`src/rtl/wb_arbiter.sv`:
```
// Writeback arbiter: four one-entry result slots feed one registered register-file write port.
// Latency is one cycle from capture to wb_en; slots refill on the edge they drain; WB_ARB_RR_EN selects round-robin.
module wb_arbiter #(
  parameter int DATA_W = 32,
  parameter int RD_W   = 4
) (
  input  logic                 clk,
  input  logic                 rst_n,
  input  logic                 flush,
  input  logic [3:0]           req_valid,
  output logic [3:0]           req_ready,
  input  logic [RD_W-1:0]      alu_rd,
  input  logic [RD_W-1:0]      ld_rd,
  input  logic [RD_W-1:0]      mul_rd,
  input  logic [RD_W-1:0]      div_rd,
  input  logic [DATA_W-1:0]    alu_res,
  input  logic [DATA_W-1:0]    ld_res,
  input  logic [DATA_W-1:0]    mul_res,
  input  logic [DATA_W-1:0]    div_res,
  output logic                 wb_en,
  output logic [RD_W-1:0]      wb_rd,
  output logic [DATA_W-1:0]    wb_data,
  output logic [3:0]           slot_busy,
  output logic [2**RD_W-1:0]   rd_pending
);

  logic [3:0]        r_busy;
  logic [RD_W-1:0]   r_rd  [4];
  logic [DATA_W-1:0] r_res [4];
  logic              r_wb_en;
  logic [RD_W-1:0]   r_wb_rd;
  logic [DATA_W-1:0] r_wb_data;

  logic [RD_W-1:0]   w_in_rd  [4];
  logic [DATA_W-1:0] w_in_res [4];
  logic [3:0]        w_grant;
  logic [3:0]        w_accept;
  logic [1:0]        w_gidx;
  logic              w_found;

  assign w_in_rd[3]  = alu_rd;
  assign w_in_rd[2]  = ld_rd;
  assign w_in_rd[1]  = mul_rd;
  assign w_in_rd[0]  = div_rd;
  assign w_in_res[3] = alu_res;
  assign w_in_res[2] = ld_res;
  assign w_in_res[1] = mul_res;
  assign w_in_res[0] = div_res;

`ifdef WB_ARB_RR_EN
  // Pointer walks downward through bit indices: ALU(3) -> LD(2) -> MUL(1) -> DIV(0) -> ALU.
  logic [1:0] r_ptr;

  always_comb begin
    w_found = 1'b0;
    w_gidx  = 2'd0;
    for (int k = 0; k < 4; k++) begin
      if (!w_found && r_busy[r_ptr - 2'(k)]) begin
        w_found = 1'b1;
        w_gidx  = r_ptr - 2'(k);
      end
    end
  end

  always_ff @(posedge clk or negedge rst_n) begin
    if (!rst_n) begin
      r_ptr <= 2'd3;
    end else if (!flush && w_found) begin
      r_ptr <= w_gidx - 2'd1;
    end
  end
`else
  always_comb begin
    w_found = 1'b0;
    w_gidx  = 2'd0;
    for (int k = 3; k >= 0; k--) begin
      if (!w_found && r_busy[k]) begin
        w_found = 1'b1;
        w_gidx  = 2'(k);
      end
    end
  end
`endif

  always_comb begin
    w_grant = 4'd0;
    if (w_found) w_grant[w_gidx] = 1'b1;
  end

  assign req_ready = {4{~flush}} & (~r_busy | w_grant);
  assign w_accept  = req_valid & req_ready;

  always_ff @(posedge clk or negedge rst_n) begin
    if (!rst_n) begin
      r_busy    <= 4'd0;
      r_wb_en   <= 1'b0;
      r_wb_rd   <= '0;
      r_wb_data <= '0;
      for (int i = 0; i < 4; i++) begin
        r_rd[i]  <= '0;
        r_res[i] <= '0;
      end
    end else if (flush) begin
      r_busy  <= 4'd0;
      r_wb_en <= 1'b0;
    end else begin
      r_wb_en <= w_found;
      if (w_found) begin
        r_wb_rd   <= r_rd[w_gidx];
        r_wb_data <= r_res[w_gidx];
      end
      // A refill on the draining edge takes precedence over the clear.
      for (int i = 0; i < 4; i++) begin
        if (w_accept[i]) begin
          r_busy[i] <= 1'b1;
          r_rd[i]   <= w_in_rd[i];
          r_res[i]  <= w_in_res[i];
        end else if (w_grant[i]) begin
          r_busy[i] <= 1'b0;
        end
      end
    end
  end

  always_comb begin
    rd_pending = '0;
    for (int i = 0; i < 4; i++) begin
      if (r_busy[i]) rd_pending[r_rd[i]] = 1'b1;
    end
  end

  assign slot_busy = r_busy;
  assign wb_en     = r_wb_en;
  assign wb_rd     = r_wb_rd;
  assign wb_data   = r_wb_data;

endmodule

```
`config.mk`:
```
export PLATFORM = sky130hd
export DESIGN_NAME = wb_arbiter
export DESIGN_NICKNAME = d
export VERILOG_FILES = /design/src/rtl/wb_arbiter.sv
export SDC_FILE = /design/constraint.sdc
export NUM_CORES = 1
export LEC_CHECK = 0
export ABC_AREA = 0
export CAP_MARGIN = 20
export CORE_MARGIN = 2
export CORE_UTILIZATION = 51
export CTS_BUF_LIST = sky130_fd_sc_hd__clkbuf_8
export CTS_CLUSTER_DIAMETER = 200
export CTS_CLUSTER_SIZE = 28
export DETAILED_ROUTE_END_ITERATION = 6
export GPL_ROUTABILITY_DRIVEN = 1
export PLACE_DENSITY_LB_ADDON = 0.1
export SYNTH_ARGS = -nofsm -noshare
export SYNTH_HDL_FRONTEND = slang
export SYNTH_SLANG_ARGS = --single-unit
```
`constraint.sdc`:
```
create_clock -name clk -period 2.25 [get_ports clk]
set_input_delay 0.3375 -clock clk [delete_from_list [all_inputs] [get_ports clk]]
set_output_delay 0.3375 -clock clk [all_outputs]
set_load 0.005 [all_outputs]
```
Yosys cells after proc, flatten, opt, wreduce, memory -nomap -nowiden
Index checks and enable logic that the tools add are counted.
{ "word_totals": {"register_bits": 185, "word_cells": 94} }
{ "classes": {"n_lt_le_gt_ge": 11, "mux": 39, "n_bitwise": 9, "reduce_logical": 20} }
{ "op_table": {"columns": ["op", "count"], "rows": [
  ["$bmux 32 s2", 1],
  ["$mux 16", 4],
  ["$mux 32", 2],
  ["$or 16x16->16", 3],
  ["$lt 4x5->1 const B", 4],
  ["$mux 1", 18],
  ["$demux 1 s4", 4],
  ["$ge 4x1->1 const B", 4],
  ["$mux 4", 4],
  ["$reduce_bool 3->1", 4],
  ["$reduce_and 2->1", 5],
  ["$and 4x4->4", 2],
  ["$bmux 4 s2", 1],
  ["$logic_and 1x1->1", 8],
  ["$mux 2", 4],
  ["$not 4->4", 1],
  ["$or 4x4->4", 1],
  ["$ge 3x3->1 const B", 1],
  ["$logic_not 1->1", 3],
  ["$lt 2x3->1 const B", 1],
  ["$not 2->3", 1],
  ["$demux 1 s2", 1],
  ["$ge 2x1->1 const B", 1],
  ["$not 1->1", 1]
]} }

Depth between registers and ports, before layout
Gate-level depths: netlist of the first run.
{ "logic_depth": {"ltp_word": 20, "depth_mapped": 6, "mapped_depth_nobuf": 3} }

Worst setup path before layout of the first run
OpenSTA, ideal clock, no wires.
{ "synth_path": {"path_kind": "register to register", "from": "reg r_busy[1], in the netlist slot_busy[1]", "to": "reg r_rd[12] (netlist bit)", "setup_ps": 125, "t_arrival_ps": 1770, "t_required_ps": 2125, "path_slack_ps": 355, "path_stages_with_launch": 7, "synth_period_minus_slack_ps": 1895, "path_cell_list": "dfrtp_1 buf_6 o31a_1 or3b_1 buf_4 buf_6 mux2_4"} }
{ "synth_between": {"elab_chain_cells": 14, "word_cells_on_any_way": 17} }
{ "synth_lines": {"columns": ["element", "line_no", "source"], "rows": [
  ["from (decl)", "27", "logic [3:0] r_busy;"],
  ["from (signal assigned)", "95", "r_busy <= 4'd0;"],
  ["from (signal assigned)", "104", "r_busy <= 4'd0;"],
  ["from (signal, indexed assignment)", "115", "r_busy[i] <= 1'b1;"],
  ["$logic_and 1x1->1 (*)", "77", "if (!w_found && r_busy[k]) begin"],
  ["$mux 1", "77", null],
  ["$logic_not 1->1", "77", null],
  ["$logic_and 1x1->1", "77", null],
  ["$mux 2", "77", null],
  ["$lt 2x3->1 (implied by the code) / $ge 2x1->1 (equally long branches)", "87", "if (w_found) w_grant[w_gidx] = 1'b1;"],
  ["$logic_and 1x1->1 (implied by the code)", "87", null],
  ["$mux 1 (implied by the code)", "87", null],
  ["$demux 1 s2", "87", null],
  ["$mux 4 (*)", "87", null],
  ["$or 4x4->4 (*)", "90", "assign req_ready = {4{~flush}} & (~r_busy | w_grant);"],
  ["$and 4x4->4 (*)", "90", null],
  ["$and 4x4->4 (*)", "91", "assign w_accept = req_valid & req_ready;"],
  ["$reduce_and 2->1 (no source line) (*)", null, null],
  ["to (signal, indexed assignment)", "116", "r_rd[i] <= w_in_rd[i];"],
  ["to (decl)", "28", "logic [RD_W-1:0] r_rd [4];"]
]} }
Every way passes the cells marked *; elsewhere a longest branch is shown, timed or not.
A chain may end at the register's enable or synchronous reset.

Worst setup path in the final report of the first run
{ "layout_path": {"from": "reg r_busy[1], in the netlist slot_busy[1]", "to": "out rd_pending[15]"} }
{ "layout_between": {"elab_chain_cells": 5} }
{ "layout_lines": {"columns": ["element", "line_no", "source"], "rows": [
  ["$mux 16 (*)", "128", "if (r_busy[i]) rd_pending[r_rd[i]] = 1'b1;"],
  ["$or 16x16->16 (no source line)", null, null],
  ["$mux 16 (*)", "128", null],
  ["$or 16x16->16 (no source line)", null, null],
  ["$mux 16 (*)", "128", null],
  ["to (decl)", "24", "output logic [2**RD_W-1:0] rd_pending"]
]} }
Marked as above.

==> flow_metrics.env, run 1 <==
export IMPL_status="finished, violations left"
export IMPL_failed_checks="design-rule violations"
export IMPL_tritoncts="built"
export IMPL_power_total_uw=8870
export IMPL_drv_slew=0
export IMPL_synth_top_area_share=0.5501
export IMPL_reg2reg_slack_ps=70
export IMPL_syn_nets=764
export IMPL_finalClockSkew_ps=15.30
export IMPL_cp_arrival_ps=1870
export IMPL_root_buffer="clkbuf_8"
export IMPL_synth_cell_types=39
export IMPL_areaGrowthSynthToFinish_pct=38.14
export IMPL_yosys_top_cells_count="dfrtp_1 (185), mux2_2 (144), a222oi_1 (33), o31ai_1 (33), clkbuf_1 (32)"
export IMPL_row_count=46
export IMPL_routed_via_density=6.028
export IMPL_setup_tns_ps=0
export IMPL_ant_nets=0
export IMPL_p_per_area_nw_per_um2=763.0
export IMPL_synthTopCellsByArea="dfrtp_1 (55%), mux2_2 (19%), mux2_4 (5.4%), a222oi_1 (3.9%), o31ai_1 (2.9%)"
export IMPL_multi_input_area_um2=3734
export IMPL_syn_inst=613
export IMPL_gp_congestion=0.8516
export IMPL_firstDrtPassIters=7
export IMPL_cts_inserted_buffers=17
export IMPL_cts_clk_slew_worst_paths_ps=90
export IMPL_cp_startpoint="slot_busy[1]"
export IMPL_dieArea_um2=17540
export IMPL_wl_um=24280
export IMPL_ios=212
export IMPL_diodes=0
export IMPL_fmax_mhz=452.1
export IMPL_finalSetupViolations=0
export IMPL_grt_ovfl_total=0
export IMPL_ff_latch_area_um2=4638
export IMPL_grt_pass1_wl_um=37970
export IMPL_grt_total_usage=0.2778
export IMPL_avgSynthCellArea_um2=13.73
export IMPL_clkSinkCount=185
export IMPL_holdPathStages=2
export IMPL_final_nets=990
export IMPL_maxSlewHeadroom=0.3288
export IMPL_grt_max_degree=64
export IMPL_core_um2=16000
export IMPL_rr_endpoint="r_res[99]"
export IMPL_critical_path_startpoint_type="flip-flop"
export IMPL_final_util=0.7265
export IMPL_fillers=1127
export IMPL_clockBufferDepth=2
export IMPL_drive_gt1_frac=0.3635
export IMPL_setup_ws_ps=38.18
export IMPL_clock_latency_ps=460
export IMPL_post_place_ws_ps=77.68
export IMPL_crit_path_end_kind="primary output"
export IMPL_fp_dieH_um=132.5
export IMPL_crit_type="reg -> out"
export IMPL_vdd_drop_max_v=0.0004102
export IMPL_hold_path_class="in -> reg"
export IMPL_drv_cap=0
export IMPL_rsz0062_at_grt="true"
export IMPL_synth_main_ff_cell="dfrtp_1"
export IMPL_ys_async_sr_fraction=1.000
export IMPL_worstMarginPinSlew_ps=1002
export IMPL_post_route_period_util=0.9830
export IMPL_netlist_area_um2=8416
export IMPL_critPathRequiredTime_ps=1910
export IMPL_place_port_buffers=211
export IMPL_vias=6426
export IMPL_detail_route_iter0_violations=702
export IMPL_hpwl_um=16390
export IMPL_fin_crit_ps=2212
export IMPL_post_synth_top_area_cell="dfrtp_1"
export IMPL_h_tree_depth=4
export IMPL_synth_seq_cells=185
export IMPL_synth_edf_count=0
export IMPL_yosysMostFrequentCell="dfrtp_1"
export IMPL_leakagePower_uw=0.004848
export IMPL_worstPathMaxFanout=4
export IMPL_grt_pass1_vias=6722
export IMPL_dieWidth_um=132.5
export IMPL_initial_utilization=0.5260
export IMPL_avgRoutedWirePerCell_um=22.77
export IMPL_hold_viol=0
export IMPL_rr_worst_depth=5
export IMPL_ys_warnings_count=0
export IMPL_antenna_found_initial=1
export IMPL_endpoint="rd_pending[15]"
export IMPL_drc=4
export IMPL_reg2reg_from="slot_busy[1]"
export IMPL_seq_area_frac_synth=0.5501
[power breakdown]
| part | internal (uW) | leakage [uW] | switching [uW] |
|---|---|---|---|
| Clock | 1060 | 0.000197 | 1210 |
| Sequential | 3920 | 0.00220 | 414 |
| Combinational | 1400 | 0.00245 | 872 |
[cells in the final DEF (no fill, tap or decap), types with 5 or more instances in the layout]
cell type and n:
clkdlybuf4s50_1 191, dfrtp_1 178, mux2_2 144, a222oi_1 33, o31ai_1 33, mux2_4 30
buf_4 30, o21ai_0 29, clkbuf_8 19, buf_12 13, nor2_1 7, o221ai_1 7
dfrtp_2 7, nand2_1 6, a22oi_2 6, mux2_1 6, clkbuf_2 6, nor2b_2 5
o21ai_1 5, buf_2 5
[worst min path at each step]
| stage | endpoint | start | slack [ps] |
|---|---|---|---|
| 2_1_floorplan | r_rd[0] | rst_n | 40 |
| 3_3_place_gp | r_res[101] | rst_n | 370 |
| 3_5_place_dp | r_res[100] | rst_n | 380 |
| 4_1_cts | slot_busy[0] | flush | 220 |
| 5_1_grt | slot_busy[0] | flush | 250 |
| 6_report | slot_busy[2] | flush | 260 |
[cell type report]
| type | instances | share of cell area |
|---|---|---|
| multi-input combinational | 376 | 0.3212 |
| sequential | 185 | 0.3990 |
| inverter | 2 | 0.0006458 |
| tap | 216 | 0.02325 |
| clock buffer | 19 | 0.02249 |
| timing repair buffer | 257 | 0.2215 |
| clock inverter | 11 | 0.01195 |
[kinds of logic (layout without fill, tap and decap cells)]
family,after synthesis,count (layout),synth area share
muxes,183,183,0.2578
buffers and inverters,53,289,0.02884
AOI/OAI and AO/OA,140,140,0.1273
DFF,185,185,0.5501
and+or+nand+nor,52,53,0.03598
[worst max-delay path: stages, from the launching register on]
cell and delay, ps:
dfrtp_2 450, buf_4 150, and3_1 190, a311o_1 370, dlygate4sd2_1 270
[registers in the layout, summed over array words and instances (netlist names)]
name	count
slot_busy	4
wb_en	1
r_rd	16
wb_rd	4
r_res	128
wb_data	32
[what timing repair did]
action | 4_1_cts | 5_1_grt
endpoints found under the setup margin | 20 | 29
hold buffers | 1 | 0
pin swaps | 7 | 12
endpoints found under the hold margin | 59 | 0
gates resized for setup | 53 | 34
cloned | 0 | 1
setup buffers | 13 | 2
[metrics by stage]
stage               cell area (um2)  hold slack [ps]  std cells
floorplan                      8416            41.91        613
global placement              10970            368.5       1019
detailed placement            10970            376.1       1019
CTS                           11540            222.8       1063
global route                  11620            247.0       1066
finish                        11620            255.4       1066
[metal layers]
| metal | global-route usage | vias up | part of all wire | routed length, um |
|---|---|---|---|---|
| met4 | 0.08124 | 2 | 0.014 | 345 |
| met3 | 0.06284 | 31 | 0.071 | 1715 |
| met5 | 0 | - | 0.00054 | 13 |
| met1 | 0.3805 | 3281 | 0.42 | 10300 |
| li1 | - | 2827 | - | - |
| met2 | 0.4470 | 285 | 0.49 | 11900 |
Power figures use the tool's default switching activity.
==> inputs of run 2 (changes only) <==
--- a/config.mk
+++ b/config.mk
@@ -10,7 +10,7 @@
 export CORE_MARGIN = 2
 export CORE_UTILIZATION = 51
 export CTS_BUF_LIST = sky130_fd_sc_hd__clkbuf_8
-export CTS_CLUSTER_DIAMETER = 200
+export CTS_CLUSTER_DIAMETER = 60
 export CTS_CLUSTER_SIZE = 28
 export DETAILED_ROUTE_END_ITERATION = 6
 export GPL_ROUTABILITY_DRIVEN = 1
==> results of run 2 <==
No change in the layout: final DEF, timing and power equal those of run 1.
==> inputs of run 3 (changes only) <==
--- a/config.mk
+++ b/config.mk
@@ -14,7 +14,7 @@
 export CTS_CLUSTER_SIZE = 28
 export DETAILED_ROUTE_END_ITERATION = 6
 export GPL_ROUTABILITY_DRIVEN = 1
-export PLACE_DENSITY_LB_ADDON = 0.1
+export PLACE_DENSITY_LB_ADDON = 0.05
 export SYNTH_ARGS = -nofsm -noshare
 export SYNTH_HDL_FRONTEND = slang
 export SYNTH_SLANG_ARGS = --single-unit
==> run 3 against run 2 <==
Against the previous run:
- the run still ends with design-rule violations left
- wire length grew 1.3%
- register-to-register slack lost 30 ps
- global-route usage grew 0.57 points
- clock skew grew 5.4 ps
- sequential cell count is the same
==> flow_metrics.env, run 3 (same netlist as run 1, synthesis figures left out) <==
export IMPL_maxSlewHeadroom=0.6120
export IMPL_cp_slowest_cell="dfrtp_2"
export IMPL_fin_crit_ps=2247
export IMPL_fmax_mhz=445.1
export IMPL_drc=1
export IMPL_cp_arrival_ps=1910
export IMPL_grt_ovfl_total=0
export IMPL_ff_latch_area_um2=4639
export IMPL_clockBufferDepth=2
export IMPL_tritoncts="built"
export IMPL_routed_via_density=6.020
export IMPL_fin_cells=1076
export IMPL_place_port_buffers=211
export IMPL_status="finished, violations left"
export IMPL_worstPathMaxFanout=6
export IMPL_fp_dieH_um=132.5
export IMPL_worst_hold_slack_ps=260.7
export IMPL_vdd_drop_max_v=0.0004998
export IMPL_critical_path_max_stage_delay_ps=460
export IMPL_grt_total_usage=0.2835
export IMPL_layout_common_cells="clkdlybuf4s50_1 (190), dfrtp_1 (177), mux2_2 (144), buf_4 (40)"
export IMPL_vias=6478
export IMPL_gp_congestion=0.8715
export IMPL_grt_pass1_wl_um=38520
export IMPL_clkSinkCount=185
export IMPL_finalSetupViolations=0
export IMPL_hpwl_um=16660
export IMPL_detail_route_iter0_violations=649
export IMPL_multi_input_area_um2=3761
export IMPL_cp_cell_sequence="buf_6 > and3b_2 > a22oi_2 > o221ai_2 > buf_2"
export IMPL_failed_checks="design-rule violations"
export IMPL_rsz0062_at_grt="true"
export IMPL_avgRoutedWirePerCell_um=22.86
export IMPL_clock_latency_ps=480
export IMPL_final_common_cell="clkdlybuf4s50_1"
export IMPL_h_tree_depth=4
export IMPL_areaGrowthSynthToFinish_pct=39.04
export IMPL_grt_max_degree=57
export IMPL_p_per_area_nw_per_um2=767.2
export IMPL_core_um2=16000
export IMPL_crit_path_end_kind="primary output"
export IMPL_post_route_period_util=0.9986
export IMPL_critical_path_startpoint_type="flip-flop"
export IMPL_largest_reg_flops=128
export IMPL_cts_inserted_buffers=17
export IMPL_cts_clk_slew_worst_paths_ps=90
export IMPL_hold_viol=0
export IMPL_critPathRequiredTime_ps=1910
export IMPL_fillers=1099
export IMPL_rr_worst_depth=6
export IMPL_firstDrtPassIters=7
export IMPL_drv_slew=0
export IMPL_ios=212
export IMPL_dieArea_um2=17540
export IMPL_ant_nets=0
export IMPL_top_register="r_res"
export IMPL_hold_path_class="in -> reg"
export IMPL_grt_pass1_vias=6784
export IMPL_final_nets=998
export IMPL_root_buffer="clkbuf_8"
export IMPL_row_count=46
export IMPL_worstMarginPinSlew_ps=577.1
export IMPL_crit_type="reg -> out"
export IMPL_wl_um=24600
export IMPL_drive_gt1_frac=0.3791
export IMPL_dieWidth_um=132.5
export IMPL_holdPathStages=2
export IMPL_initial_utilization=0.5260
export IMPL_placed_cells=1026
export IMPL_antenna_found_initial=1
export IMPL_drv_cap=0
export IMPL_finalClockSkew_ps=20.74
export IMPL_leakagePower_uw=0.004905
export IMPL_diodes=0
run 3: cell count changes in the layout (fill, tap and decap cells not counted), moves of 3 or more:
cell	before	now
buf_2	5	8
buf_6	2	5
buf_4	30	40
buf_12	13	8
a22oi_1	0	3
a22oi_2	6	3
run 3: power breakdown:
group / internal [uW] / switching (uW)
Clock: 1110 / 1250
Sequential: 3920 / 408
Combinational: 1410 / 882
run 3: worst max-delay path, delay by kind of cell (launching register included):
kind | cells | cell delay [ps]
AOI/OAI and AO/OA | 2 | 420
buffers and inverters | 2 | 300
DFF | 1 | 460
and+or+nand+nor | 1 | 260
run 3: what timing repair did:
action,in CTS,in global routing
endpoints found under the setup margin,20,16
hold buffers,1,0
gates resized for setup,71,36
buffers inserted,13,4
pin swaps,10,4
hold endpoints to repair,33,0
run 3: final cells by class:
type                       count  area share
sequential                   185      0.3965
multi-input combinational    375      0.3214
timing repair buffer         266      0.2211
clock buffer                  20     0.02352
tap                          216     0.02310
clock inverter                12     0.01369
inverter                       2   0.0006416
run 3: layer usage:
metal  share of wire  up-vias  wire (um)  GRT usage
met4           0.018        2        452    0.08303
met3           0.079       35       1942    0.06782
met1            0.43     3289      10540     0.3928
li1                -     2831          -          -
met2            0.47      321      11650     0.4485
met5         0.00041        -         10          0
run 3: per-stage QoR:
step	utilization	total power [uW]	TNS [ps]	setup slack (ps)	cell area [um2]
2_1_floorplan	-	5375	0	354.8	8416
3_5_place_dp	0.6860	6559	0	95.94	10980
3_3_place_gp	0.6860	6466	0	101.2	10980
6_report	0.7313	8977	0	3.180	11700
5_1_grt	0.7313	9388	-120.3	-58.43	11700
4_1_cts	0.7259	8979	-220.0	-189.0	11610
run 3: worst paths after layout:
check	startpoint	to	slack, ps
worst max-delay path	slot_busy[1]	rd_pending[5]	3
worst max register to register	slot_busy[3]	r_res[98]	40
min in group asynchronous	rst_n	r_res[102]	330
worst min register to register	r_res[99]	r_res[99]	510
max in group asynchronous	rst_n	r_rd[0]	1130
worst min-delay path	flush	slot_busy[2]	260
